### src/rtl/frame_sequencer_pkg.sv
// Shared configuration, state encoding and output payload for the frame sequencer.
package frame_sequencer_pkg;

    localparam int unsigned PIXEL_ARRAY_HEIGHT = 2;
    localparam int unsigned PIXEL_BITS         = 8;

    localparam int unsigned ROWS         = PIXEL_ARRAY_HEIGHT;
    localparam int unsigned RAMP_BITS    = PIXEL_BITS;
    localparam int unsigned ERASE_CYCLES = 5;
    localparam int unsigned EXPOSE_W     = 16;
    // A single-row array still needs a 1-bit index port.
    localparam int unsigned ROW_W        = (ROWS > 1) ? $clog2(ROWS) : 1;

    typedef enum logic [2:0] {
        S_IDLE,
        S_ERASE,
        S_EXPOSE,
        S_CONVERT,
        S_SETTLE,
        S_READ,
        S_DONE
    } seq_state_t;

    // Every registered sequencer output in one word.
    typedef struct packed {
        logic                 pixel_erase;
        logic                 pixel_expose;
        logic                 pixel_analog_ramp;
        logic [RAMP_BITS-1:0] pixel_digital_ramp;
        logic [ROWS-1:0]      row_select;
        logic [ROW_W-1:0]     row_index;
        logic                 row_valid;
        logic                 busy;
        logic                 frame_finished;
    } seq_out_t;

    // One-hot row select from a binary row index.
    function automatic logic [ROWS-1:0] row_onehot(input logic [ROW_W-1:0] idx);
        return ROWS'(1) << idx;
    endfunction

endpackage

### src/rtl/frame_sequencer_if.sv
// Control inputs, pixel-array drives and row handshake of the frame sequencer.
interface frame_sequencer_if;
    import frame_sequencer_pkg::*;

    logic                 start;
    logic                 continuous;
    logic [EXPOSE_W-1:0]  expose_cycles;
    logic                 abort;
    logic                 pixel_erase;
    logic                 pixel_expose;
    logic                 pixel_analog_ramp;
    logic [RAMP_BITS-1:0] pixel_digital_ramp;
    logic [ROWS-1:0]      row_select;
    logic [ROW_W-1:0]     row_index;
    logic                 row_valid;
    logic                 row_ready;
    logic                 busy;
    logic                 frame_finished;

    modport master (
        input  start, continuous, expose_cycles, abort, row_ready,
        output pixel_erase, pixel_expose, pixel_analog_ramp, pixel_digital_ramp,
               row_select, row_index, row_valid, busy, frame_finished
    );

    modport slave (
        output start, continuous, expose_cycles, abort, row_ready,
        input  pixel_erase, pixel_expose, pixel_analog_ramp, pixel_digital_ramp,
               row_select, row_index, row_valid, busy, frame_finished
    );

endinterface

### src/rtl/frame_sequencer_phase_counter.sv
// Loadable down-counter timing the ERASE and EXPOSE phases.
module frame_sequencer_phase_counter
    import frame_sequencer_pkg::*;
#(
    parameter int unsigned W = EXPOSE_W
) (
    input  logic         clk,
    input  logic         reset,
    input  logic         load,
    input  logic [W-1:0] load_val,
    output logic         done_c
);

    logic [W-1:0] count_q;

    // Load a phase length minus one, then count down and park at zero.
    always_ff @(posedge clk or negedge reset) begin
        if (!reset) begin
            count_q <= '0;
        end else if (load) begin
            count_q <= load_val;
        end else if (count_q != '0) begin
            count_q <= count_q - W'(1);
        end
    end

    // Last cycle of the current phase.
    assign done_c = (count_q == '0);

endmodule

### src/rtl/frame_sequencer.sv
// Sequences one capture frame: erase, exposure, ramp conversion, row readout.
// reset is asynchronous and active-low.
module frame_sequencer
    import frame_sequencer_pkg::*;
(
    input  logic              clk,
    input  logic              reset,
    frame_sequencer_if.master bus
);

    localparam logic [RAMP_BITS-1:0] RAMP_MAX   = '1;
    localparam logic [ROW_W-1:0]     ROW_LAST   = ROW_W'(ROWS - 1);
    localparam logic [EXPOSE_W-1:0]  ERASE_LOAD = EXPOSE_W'(ERASE_CYCLES - 1);

    if (ERASE_CYCLES < 1 || ERASE_CYCLES > (2 ** EXPOSE_W) - 1) begin : g_bad_erase
        $error("ERASE_CYCLES does not fit the phase counter");
    end

    seq_state_t          state_q, state_d;
    seq_out_t            out_q, out_d;
    logic                pending_q, pending_d;
    logic [EXPOSE_W-1:0] exp_len_q, exp_len_d;
    logic                go_erase;
    logic                cnt_load;
    logic [EXPOSE_W-1:0] cnt_val;
    logic                cnt_done_c;

    frame_sequencer_phase_counter #(
        .W (EXPOSE_W)
    ) u_phase_counter (
        .clk      (clk),
        .reset    (reset),
        .load     (cnt_load),
        .load_val (cnt_val),
        .done_c   (cnt_done_c)
    );

    // State, pending request, exposure length and all outputs.
    always_ff @(posedge clk or negedge reset) begin
        if (!reset) begin
            state_q   <= S_IDLE;
            out_q     <= '0;
            pending_q <= 1'b0;
            exp_len_q <= EXPOSE_W'(1);
        end else begin
            state_q   <= state_d;
            out_q     <= out_d;
            pending_q <= pending_d;
            exp_len_q <= exp_len_d;
        end
    end

    // Next state and next registered outputs; outputs default to zero.
    always_comb begin
        state_d   = state_q;
        out_d     = '0;
        exp_len_d = exp_len_q;
        go_erase  = 1'b0;
        cnt_load  = 1'b0;
        cnt_val   = '0;
        pending_d = pending_q | (bus.start && (state_q != S_IDLE));

        case (state_q)
            S_IDLE: begin
                go_erase = bus.start || pending_q;
            end
            S_ERASE: begin
                if (cnt_done_c) begin
                    state_d            = S_EXPOSE;
                    out_d.pixel_expose = 1'b1;
                    cnt_load           = 1'b1;
                    cnt_val            = exp_len_q - EXPOSE_W'(1);
                end else begin
                    out_d.pixel_erase = 1'b1;
                end
            end
            S_EXPOSE: begin
                if (cnt_done_c) begin
                    state_d                 = S_CONVERT;
                    out_d.pixel_analog_ramp = 1'b1;
                end else begin
                    out_d.pixel_expose = 1'b1;
                end
            end
            S_CONVERT: begin
                // Terminal count is compared explicitly rather than waiting for wrap.
                if (out_q.pixel_digital_ramp == RAMP_MAX) begin
                    state_d          = S_SETTLE;
                    out_d.row_index  = '0;
                    out_d.row_select = row_onehot('0);
                end else begin
                    out_d.pixel_analog_ramp  = 1'b1;
                    out_d.pixel_digital_ramp = out_q.pixel_digital_ramp + RAMP_BITS'(1);
                end
            end
            S_SETTLE: begin
                state_d          = S_READ;
                out_d.row_select = out_q.row_select;
                out_d.row_index  = out_q.row_index;
                out_d.row_valid  = 1'b1;
            end
            S_READ: begin
                if (out_q.row_valid && bus.row_ready) begin
                    if (out_q.row_index == ROW_LAST) begin
                        state_d              = S_DONE;
                        out_d.frame_finished = 1'b1;
                    end else begin
                        state_d          = S_SETTLE;
                        out_d.row_index  = out_q.row_index + ROW_W'(1);
                        out_d.row_select = row_onehot(out_q.row_index + ROW_W'(1));
                    end
                end else begin
                    out_d.row_select = out_q.row_select;
                    out_d.row_index  = out_q.row_index;
                    out_d.row_valid  = 1'b1;
                end
            end
            S_DONE: begin
                go_erase = bus.continuous || pending_q;
                if (!go_erase) begin
                    state_d = S_IDLE;
                end
            end
            default: begin
                state_d = S_IDLE;
            end
        endcase

        // Frame start: latch the exposure length (zero means one) and time the erase.
        if (go_erase) begin
            state_d           = S_ERASE;
            out_d.pixel_erase = 1'b1;
            cnt_load          = 1'b1;
            cnt_val           = ERASE_LOAD;
            exp_len_d         = (bus.expose_cycles == '0) ? EXPOSE_W'(1) : bus.expose_cycles;
            pending_d         = 1'b0;
        end

        out_d.busy = (state_d != S_IDLE);

        // Abort outranks start, continuation and a same-cycle row handshake.
        if (bus.abort) begin
            state_d   = S_IDLE;
            out_d     = '0;
            pending_d = 1'b0;
            cnt_load  = 1'b0;
            exp_len_d = exp_len_q;
        end
    end

    assign bus.pixel_erase        = out_q.pixel_erase;
    assign bus.pixel_expose       = out_q.pixel_expose;
    assign bus.pixel_analog_ramp  = out_q.pixel_analog_ramp;
    assign bus.pixel_digital_ramp = out_q.pixel_digital_ramp;
    assign bus.row_select         = out_q.row_select;
    assign bus.row_index          = out_q.row_index;
    assign bus.row_valid          = out_q.row_valid;
    assign bus.busy               = out_q.busy;
    assign bus.frame_finished     = out_q.frame_finished;

endmodule

### src/flat_wrapper.sv
// flat-port wrapper written by rule: the top's interface ports become plain ports
module frame_sequencer_flat import frame_sequencer_pkg::*;
  (clk, reset, bus_start, bus_continuous, bus_expose_cycles, bus_abort, bus_row_ready, bus_pixel_erase, bus_pixel_expose, bus_pixel_analog_ramp, bus_pixel_digital_ramp, bus_row_select, bus_row_index, bus_row_valid, bus_busy, bus_frame_finished);
  frame_sequencer_if bus_i ();
  input  logic clk;
  input  logic reset;
  input wire logic [$bits(bus_i.start)-1:0] bus_start;
  input wire logic [$bits(bus_i.continuous)-1:0] bus_continuous;
  input wire logic [$bits(bus_i.expose_cycles)-1:0] bus_expose_cycles;
  input wire logic [$bits(bus_i.abort)-1:0] bus_abort;
  input wire logic [$bits(bus_i.row_ready)-1:0] bus_row_ready;
  output wire logic [$bits(bus_i.pixel_erase)-1:0] bus_pixel_erase;
  output wire logic [$bits(bus_i.pixel_expose)-1:0] bus_pixel_expose;
  output wire logic [$bits(bus_i.pixel_analog_ramp)-1:0] bus_pixel_analog_ramp;
  output wire logic [$bits(bus_i.pixel_digital_ramp)-1:0] bus_pixel_digital_ramp;
  output wire logic [$bits(bus_i.row_select)-1:0] bus_row_select;
  output wire logic [$bits(bus_i.row_index)-1:0] bus_row_index;
  output wire logic [$bits(bus_i.row_valid)-1:0] bus_row_valid;
  output wire logic [$bits(bus_i.busy)-1:0] bus_busy;
  output wire logic [$bits(bus_i.frame_finished)-1:0] bus_frame_finished;
  assign bus_i.start = bus_start;
  assign bus_i.continuous = bus_continuous;
  assign bus_i.expose_cycles = bus_expose_cycles;
  assign bus_i.abort = bus_abort;
  assign bus_i.row_ready = bus_row_ready;
  assign bus_pixel_erase = bus_i.pixel_erase;
  assign bus_pixel_expose = bus_i.pixel_expose;
  assign bus_pixel_analog_ramp = bus_i.pixel_analog_ramp;
  assign bus_pixel_digital_ramp = bus_i.pixel_digital_ramp;
  assign bus_row_select = bus_i.row_select;
  assign bus_row_index = bus_i.row_index;
  assign bus_row_valid = bus_i.row_valid;
  assign bus_busy = bus_i.busy;
  assign bus_frame_finished = bus_i.frame_finished;
  frame_sequencer u_core (.clk(clk), .reset(reset), .bus(bus_i));
endmodule
### config.mk
export PLATFORM = sky130hd
export DESIGN_NAME = frame_sequencer_flat
export DESIGN_NICKNAME = d
export VERILOG_FILES = /design/src/rtl/frame_sequencer_pkg.sv /design/src/rtl/frame_sequencer_if.sv /design/src/rtl/frame_sequencer_phase_counter.sv /design/src/rtl/frame_sequencer.sv /design/src/flat_wrapper.sv
export SDC_FILE = /design/constraint.sdc
export NUM_CORES = 1
export LEC_CHECK = 0
export ABC_CLOCK_PERIOD_IN_PS = 5190
export BUFFER_PORTS_ARGS = -buffer_cell sky130_fd_sc_hd__buf_2
export CAP_MARGIN = 20
export CORE_MARGIN = 5
export CORE_UTILIZATION = 51
export DETAILED_ROUTE_END_ITERATION = 7
export PLACE_DENSITY = 0.78
export SYNTH_ARGS = -nofsm -noshare
export SYNTH_HDL_FRONTEND = slang
export SYNTH_HIERARCHICAL = 1
export SYNTH_SLANG_ARGS = --single-unit
export TNS_END_PERCENT = 100
### constraint.sdc
create_clock -name clk -period 5.19 [get_ports clk]
set_input_delay 0 -clock clk [delete_from_list [all_inputs] [get_ports clk]]
set_output_delay 0 -clock clk [all_outputs]
set_load 0.05 [all_outputs]
==> impl_results.md <==
* Area grow syn2layout at 17.55%
* Number of synthesized flops with an enable pin at 0
* Critical Path RT at 5380 ps
* Nets at 385
* CTS Sinks at 52
* Status: finished, final reports clean
* Post-CTS setup buffers at 0
* Setup ws final at 1603 ps
* Met2 wire length at 3384 um
* Routed Wire Length at 6737 um
* Worst EP arrival at 3780 ps
* Post-synthesis register bit count at 52
* Fin area at 3487 um^2
* Final HPWL DP at 4598 um
* Setup WS pre-CTS at 1621 ps
* Post-synth top flop: dfrtp_1
* DIE AREA at 7443 um^2
* Clock Latency Late Sink at 300 ps
* Vias in the first global route at 2363
* Maxcap violations at 0
* Worst-case clock buffer depth at 2
* Initial core utilization at 53.22%
* Antenna Cells at 0
* Async set-or-reset flop fraction in the synthesized netlist at 100.0%
* Drt first pass iters at 4
* Syn Area/Cell at 9.632 um^2
* Top sig layer: met4
* Total CTS buffers at 5
* Skew final at 7.890 ps
* Maximum number of pins on one net before global-route repair at 53
* LEAKAGE at 1.494 nW
* Unrepaired setup endpoints after global routing: no
* Slew margin rel. at 49.14%
* Fin crit period at 3587 ps
* Yosys warns at 6
* Total GRT Usage at 19.08%
* PwrDens at 388.2 nW/um^2
* Die Ht at 86.27 um
* Hold Path Class: primary input to flip-flop
* Setup Viol. Count Final at 0
* CP Max Fanout at 19
* Syn Nets at 333
* Met3 WL post-DR at 223 um
* Met1 wire length at 2964 um
* Dpl cell area at 3199 um^2
* CP Launch Type: flip-flop
* Antenna violations before repair at 0
* Seq/Total Area, Yosys at 43.91%
* I/O Buffers at 38
* # DRC at 0
* I/O Pins at 39
* Core area at 5574 um^2
* Vias at 2442
* Mapped Cells at 308
* Routed length per instance at 15.56 um
* RePlAce Congestion at 0.8500
* TritonCTS clock tree: yes
* Clock transition at the registers of the reported paths at 90 ps
* Fin crit share at 69.12%
* Mapped Area at 2967 um^2
* GRT overflow at 0
* Critical Setup Path Class: flip-flop to flip-flop
* Util after Layout at 62.56%
* H-Tree Depth at 2
* Netlist cell types at 59
* Final hold vios at 0
* Tightest Pin Transition at 756.0 ps
* Flop-to-flop setup slack at 1600 ps
* Final Max Tran Viols at 0
* Drt first-iter violations at 198
* Fin Hold WS at 25.74 ps
* Most frequent cells in the layout: 51 x dfrtp_1, 41 x nor2_1, 38 x buf_2
* # rows at 27
* Vias per inst at 5.640
* Root Driver: clkbuf_8
* Max Fclk at 0.2787 GHz
* Share of post-route cells with drive strength above 1 at 18.56%
* Global-route wire length before repair at 11500 um
* Most common cell after layout, fill and taps aside: dfrtp_1
* Antenna Nets Post-Route at 0
* Width of the die at 86.27 um
* CP Capture Type: flip-flop
* VDD IR max at 0.0002666 V
* Sum Neg Setup Slack at 0 ps
## area by class of cell
class / count / area, um^2
tap: 72 / 90.09
timing repair buffer: 59 / 392.9
inverter: 8 / 30.03
fill: 449 / 2087
clock inverter: 2 / 35.03
clock buffer: 6 / 72.57
multi-input combinational: 234 / 1564
sequential: 52 / 1303
## synthesized netlist by cell type (2+ instances only)
master / n / area share (%)
nor4_1: 8 / 1.7
buf_4: 2 / 0.51
or3_1: 4 / 0.84
a31oi_1: 3 / 0.63
a211oi_1: 2 / 0.51
nand2_1: 19 / 2.4
nor3_1: 11 / 1.9
buf_2: 2 / 0.34
nand2b_1: 5 / 1.1
xnor2_1: 16 / 4.7
o21ai_0: 10 / 1.7
xor2_1: 10 / 3.0
nand4_1: 4 / 0.84
nand3_1: 9 / 1.5
mux2i_1: 8 / 2.7
nand2_2: 2 / 0.42
and3_1: 3 / 0.63
o31ai_1: 4 / 1.0
dfrtp_1: 51 / 43
o21bai_1: 2 / 0.51
o21ai_1: 4 / 0.67
clkbuf_1: 8 / 1.0
mux2_1: 11 / 4.2
nor2_1: 41 / 5.2
nor3b_1: 2 / 0.51
ha_1: 3 / 1.3
a21oi_1: 17 / 2.9
inv_1: 8 / 1.0
nand3b_1: 2 / 0.51
or4_1: 4 / 1.0
mux2_2: 5 / 1.9
## per-stage QoR
step | std cells | power, W
final | 433 | 0.001354
after global routing | 433 | 0.001442
after CTS | 433 | 0.001356
after detailed placement | 407 | 0.001070
after global placement | 407 | 0.001047
after floorplan | 308 | 0.0009576
## worst paths after layout
check                                             startpoint  cells past startpoint                            endpoint
max                        u_core/u_phase_counter/count_q[0]                     10   u_core/u_phase_counter/count_q[1]
min                                                bus_start                      3                    u_core/pending_q
min reg2reg                 u_core/bus.pixel_digital_ramp[0]                      1    u_core/bus.pixel_digital_ramp[0]
max in group asynchronous                              reset                      3  u_core/u_phase_counter/count_q[10]
min in group asynchronous                              reset                      3                 u_core/exp_len_q[6]
max reg2reg                u_core/u_phase_counter/count_q[0]                     10   u_core/u_phase_counter/count_q[1]
## where the power goes
group	internal [W]	leakage (nW)	total (W)	switching [W]
Clock	0.000143	0.0552	0.000272	0.000129
Combinational	0.000214	0.772	0.000456	0.000242
Sequential	0.000501	0.667	0.000626	0.000124
## logic make-up (layout without fill, tap and decap cells)
| family | count (synthesis) | in the layout | synth area share (%) |
|---|---|---|---|
| compound gates | 51 | 51 | 10.42 |
| xor+xnor | 26 | 26 | 7.676 |
| fa+ha+maj | 3 | 3 | 1.265 |
| buf+inv | 22 | 75 | 3.374 |
| flops | 52 | 52 | 43.91 |
| mux | 24 | 24 | 8.773 |
| simple gates | 130 | 130 | 24.59 |
## timing repair
action                                  in CTS  in global routing
hold buffers                                18                  0
resized for setup                            0                  0
endpoints found under the setup margin       0                  0
hold endpoints to repair                    68                  0
## critical path, stage by stage (launching register included)
cell     delay [ps]
dfrtp_1         410
inv_1           110
ha_1            210
or4b_4          520
or4_4           440
nor4b_4         510
nand2_2         290
a21oi_1         200
buf_4           230
inv_1           220
mux2_2          320
## flip-flops by register name (all words and copies together) (netlist names)
| name | count |
|---|---|
| u_core/bus.pixel_analog_ramp | 1 |
| u_core/bus.frame_finished | 1 |
| u_core/state_q | 3 |
| u_core/bus.pixel_expose | 1 |
| u_core/bus.row_select | 2 |
| u_core/exp_len_q | 16 |
| u_core/bus.pixel_digital_ramp | 8 |
| u_core/bus.busy | 1 |
| u_core/pending_q | 1 |
| u_core/u_phase_counter/count_q | 16 |
| u_core/bus.row_valid | 1 |
| u_core/bus.pixel_erase | 1 |
## routing by layer
layer	GRT usage (%)	up-vias
met2	31.11	51
met1	25.62	1169
met4	7.365	0
li1	-	1208
met3	2.947	14
met5	0	-
No activity file was read; power rests on OpenSTA's default activity.
